$ cat config.mk
export PLATFORM = sky130hd
export DESIGN_NAME = fifo_1r1w_flags
export DESIGN_NICKNAME = d
export VERILOG_FILES = /design/src/rtl/fifo_1r1w_flags.sv
export SDC_FILE = /design/constraint.sdc
export NUM_CORES = 1
export LEC_CHECK = 0
export CORE_UTILIZATION = 50
export DETAILED_ROUTE_END_ITERATION = 8
export GPL_ROUTABILITY_DRIVEN = 1
export PLACE_DENSITY = 0.75
export SETUP_SLACK_MARGIN = 0.02
export SLEW_MARGIN = 30
export SYNTH_ARGS = -nofsm -noshare
export SYNTH_HDL_FRONTEND = slang
export SYNTH_SLANG_ARGS = --single-unit
$ cat constraint.sdc
create_clock -name clk_i -period 2.3 [get_ports clk_i]
set_input_delay 0.23 -clock clk_i [delete_from_list [all_inputs] [get_ports clk_i]]
set_output_delay 0.23 -clock clk_i [all_outputs]
set_load 0.05 [all_outputs]
$ cat src/rtl/fifo_1r1w_flags.sv
`default_nettype none
// ============================================================================
// Module      : fifo_1r1w_flags
// Description : Single-clock first-word-fall-through FIFO for any depth
//               (power-of-two or not). The producer side is a valid/ready
//               handshake and the consumer side is valid/yumi. The FIFO also
//               reports its occupancy, almost-full and almost-empty flags,
//               and a sticky protocol-error flag.
// Ports       :
//   clk_i           in   clock; all state updates on the rising edge
//   reset_n_i       in   synchronous reset, active-low
//   data_i          in   enqueue data
//   valid_i         in   enqueue request
//   ready_o         out  space available (enqueue = valid_i & ready_o)
//   valid_o         out  head entry present on data_o
//   data_o          out  head entry (meaningful only while valid_o = 1)
//   yumi_i          in   consumer takes the head this cycle
//   count_o         out  current occupancy, 0..depth_p
//   almost_full_o   out  count_o >= almost_full_p
//   almost_empty_o  out  count_o <= almost_empty_p
//   err_o           out  sticky: yumi_i seen while valid_o = 0
// Revision    : 1.0 - initial release
// ============================================================================
module fifo_1r1w_flags #(
    parameter int width_p        = 8,
    parameter int depth_p        = 6,
    parameter int almost_full_p  = depth_p - 1,
    parameter int almost_empty_p = 1
) (
    input  logic                         clk_i,
    input  logic                         reset_n_i,
    input  logic [width_p-1:0]           data_i,
    input  logic                         valid_i,
    output logic                         ready_o,
    output logic                         valid_o,
    output logic [width_p-1:0]           data_o,
    input  logic                         yumi_i,
    output logic [$clog2(depth_p+1)-1:0] count_o,
    output logic                         almost_full_o,
    output logic                         almost_empty_o,
    output logic                         err_o
);

    localparam int c_PTR_W = ($clog2(depth_p) < 1) ? 1 : $clog2(depth_p);
    localparam int c_CNT_W = $clog2(depth_p + 1);

    localparam logic [c_PTR_W-1:0] c_PTR_LAST = c_PTR_W'(depth_p - 1);
    localparam logic [c_CNT_W-1:0] c_CNT_FULL = c_CNT_W'(depth_p);
    localparam logic [c_CNT_W-1:0] c_CNT_AF   = c_CNT_W'(almost_full_p);
    localparam logic [c_CNT_W-1:0] c_CNT_AE   = c_CNT_W'(almost_empty_p);

    logic [width_p-1:0] r_mem [depth_p];
    logic [c_PTR_W-1:0] r_wr_ptr;
    logic [c_PTR_W-1:0] r_rd_ptr;
    logic [c_CNT_W-1:0] r_count;
    logic               r_err;

    logic w_ready;
    logic w_valid;
    logic w_enq;
    logic w_deq;

    // Full/empty come from the count register only; ready never looks at
    // yumi_i, so a full FIFO refuses data even while it is being drained.
    assign w_ready = (r_count != c_CNT_FULL);
    assign w_valid = (r_count != '0);
    assign w_enq   = valid_i & w_ready;
    assign w_deq   = yumi_i & w_valid;

    // Storage is not reset; stale words are never visible because valid_o
    // is derived from the cleared count.
    always_ff @(posedge clk_i) begin
        if (w_enq) begin
            r_mem[r_wr_ptr] <= data_i;
        end
    end

    // Pointers wrap explicitly at depth_p-1 so non-power-of-two depths work.
    always_ff @(posedge clk_i) begin
        if (!reset_n_i) begin
            r_wr_ptr <= '0;
            r_rd_ptr <= '0;
            r_count  <= '0;
            r_err    <= 1'b0;
        end else begin
            if (w_enq) begin
                r_wr_ptr <= (r_wr_ptr == c_PTR_LAST) ? '0 : r_wr_ptr + 1'b1;
            end
            if (w_deq) begin
                r_rd_ptr <= (r_rd_ptr == c_PTR_LAST) ? '0 : r_rd_ptr + 1'b1;
            end
            case ({w_enq, w_deq})
                2'b10:   r_count <= r_count + 1'b1;
                2'b01:   r_count <= r_count - 1'b1;
                default: r_count <= r_count;
            endcase
            if (yumi_i && !w_valid) begin
                r_err <= 1'b1;
            end
        end
    end

    assign ready_o        = w_ready;
    assign valid_o        = w_valid;
    assign data_o         = r_mem[r_rd_ptr];
    assign count_o        = r_count;
    assign almost_full_o  = (r_count >= c_CNT_AF);
    assign almost_empty_o = (r_count <= c_CNT_AE);
    assign err_o          = r_err;

endmodule
`default_nettype wire

==> results.cfg <==
[global_route]
grt_pass1_vias = 1395
grt_use_total = 0.195
grt-ovfl-total = 0
grt_max_degree = 17
grt_first_pass_wirelength_mm = 7.02
antenna_found_initial = 0

[route]
num_vias = 1384
route.met2.wl_mm = 2.28
via_per_inst = 5.32
dr.max_layer_used = met4
met1_length_mm = 1.92
routedWlPerCell_microns = 17.2
antenna_left = 0
first_iter_violations = 102
routed_wirelength_mm = 4.47
detail_route.first_pass.iterations = 4
drc = 0
met3WireLength_microns = 202

[outcome]
outcome = finished, final reports clean

[floorplan]
die_w_microns = 72.9
dieArea_sq_um = 5310
start_util = 0.525
num_rows = 25
core_area_sq_um = 4790
io-pin-count = 28
fp.dieH_microns = 72.9

[placement]
globalplace.congestion = 0.838
dp_hpwl_mm = 2.98
port_buffers = 27
preCtsSetupSlack_ns = 0.211

[cells_and_area]
num_antenna_cells = 0
drive_gt1_frac = 0.275
nets = 207
syn2layout_area_growth_pct = 21.5
mostFrequentLayoutCells = edfxtp_1 (48), clkdlybuf4s50_1 (16), buf_4 (16)
layout_commonest_cell = edfxtp_1

[logic_synthesis]
yosysSeqAreaShare = 0.678
netlist-cell-type-count = 33
syn-mean-instance-area_sq_um = 16.7
ys.flop_type = edfxtp_1
synth-edff-count = 48
ys_seq_elements = 61
yosys_warnings = 0
synth_top_area_frac = 0.574
synth_top_area_cell = edfxtp_1
async_flop_share = 0
postSynthCellCount = 150
netlist_top_cells_area = edfxtp_1 (57%), dfxtp_1 (10%), mux4_2 (7.2%)
syn_nets = 168
syn_area_sq_um = 2510

[critical_path]
rr_startpoint = count_o[0]
critPathKind = reg -> out
cp-start-kind = flop
worst_setup_path_end_kind = primary output
worstPathRequired_ns = 2.07
cp_max_fo = 16
arrival_ns = 1.93

[timing]
tightestPinTransition_ns = 0.524
period_share = 0.940
setup_viol = 0
rsz0062_at_grt = no
period_minus_slack_ns = 2.16
relSlewSlack = 0.650
hold_viol = 0
clock.fmax_mhz = 462
finalMaxSlewViolations = 0
skew_ns = 0.00484
setup_tns_ns = 0
fin_ws_ns = 0.137

[pwr]
ir_drop_uv = 655
p_per_area_nw_per_um2 = 1010
internal_power_mw = 2.03
switching_share = 0.342
pwr-share-seq = 0.434
totalPowerFinal_mw = 3.08
power_frac_comb = 0.323
net-switching-power_mw = 1.05
pwr-share-clk = 0.243
p_leak_nw = 1.07

[clock_tree]
numCtsBuffers = 9
cts_buffer_depth = 2
cts_htree_levels = 3
cts_tree = yes
clk_latency_ns = 0.33
root_buffer = clkbuf_8
clock_sinks = 61
postCtsSetupBuffers = 0
path_clk_slew_ns = 0.06

[flow_run]
maxCapViolations = 0

[hold_path]
hp-start = r_rd_ptr[2]
hold_path.class = reg -> reg
[logic make-up after synthesis]
kind of cell | share of synthesized area
compound gates | 0.0274
mux | 0.164
simple gates | 0.0608
buf+inv | 0.0294
xor+xnor | 0.0105
fa+ha+maj | 0.0299
flops | 0.678
[sequential cells by signal, summed over array words and instances, names as in the netlist, named ones only]
signal and cells:
r_rd_ptr 3, r_mem 48, count_o 3, err_o 1
r_wr_ptr 3
[metal layers]
metal	vias up	track usage
met2	33	0.326
li1	649	-
met1	692	0.225
met3	10	0.0663
met5	-	0
met4	0	0.0959
[worst max-delay path: stages, from the launching register on]
cell,delay [ns]
dfxtp_1,0.31
buf_4,0.26
mux2_2,0.36
mux4_2,0.46
buf_4,0.21
[cell type report]
| cell class | count | area, sq um |
|---|---|---|
| flip-flops and latches | 61 | 1710 |
| fillers | 348 | 1740 |
| clock inverters | 3 | 13.8 |
| well taps | 67 | 83.8 |
| clock buffers | 12 | 135 |
| inverters | 6 | 22.5 |
| multi-input cells | 76 | 779 |
| repair buffers | 35 | 310 |
[power groups by stage]
stage                     clock [mW]  sequential [mW]  combinational [mW]
after global routing           0.825             1.35                1.07
after floorplan                    0             1.41               0.665
after detailed placement           0             1.36                1.01
final                          0.748             1.34               0.996
after global placement             0             1.35               0.982
after CTS                      0.765             1.34                1.00
[cell usage after synthesis, types with 2 or more instances]
library cell  instances
mux4_2                8
dfxtp_1              13
o21ai_0               4
mux2_4                6
buf_1                 4
ha_1                  6
or3_1                 2
nor2_1                8
edfxtp_1             48
mux2_2                6
xor2_1                2
mux2_1                4
inv_1                 6
mux2i_1               3
nand3b_1              2
a21oi_1               5
nor4b_1               2
nand2_1               6
[metrics by stage]
step / hold WS (ns) / cell area, sq um / utilization / cells
after floorplan: 0.329 / 2560 / - / 150
after global placement: 0.451 / 2900 / 0.606 / 245
after detailed placement: 0.502 / 2900 / 0.606 / 245
after CTS: 0.512 / 3050 / 0.636 / 260
after global routing: 0.548 / 3050 / 0.637 / 260
final: 0.518 / 3050 / 0.637 / 260
[worst paths after layout]
kind	end	slack, ns	cells after the start
min reg2reg	flop	0.52	2
max	data_o[4]	0.14	4
max reg2reg	count_o[2]	0.28	7
min	flop	0.52	2
[repair_timing]
| item | CTS | global route |
|---|---|---|
| gates resized for setup | 2 | 2 |
| setup endpoints to repair | 2 | 3 |
| hold buffers | 0 | 0 |
Note: power is estimated with default switching activity, not from simulation.
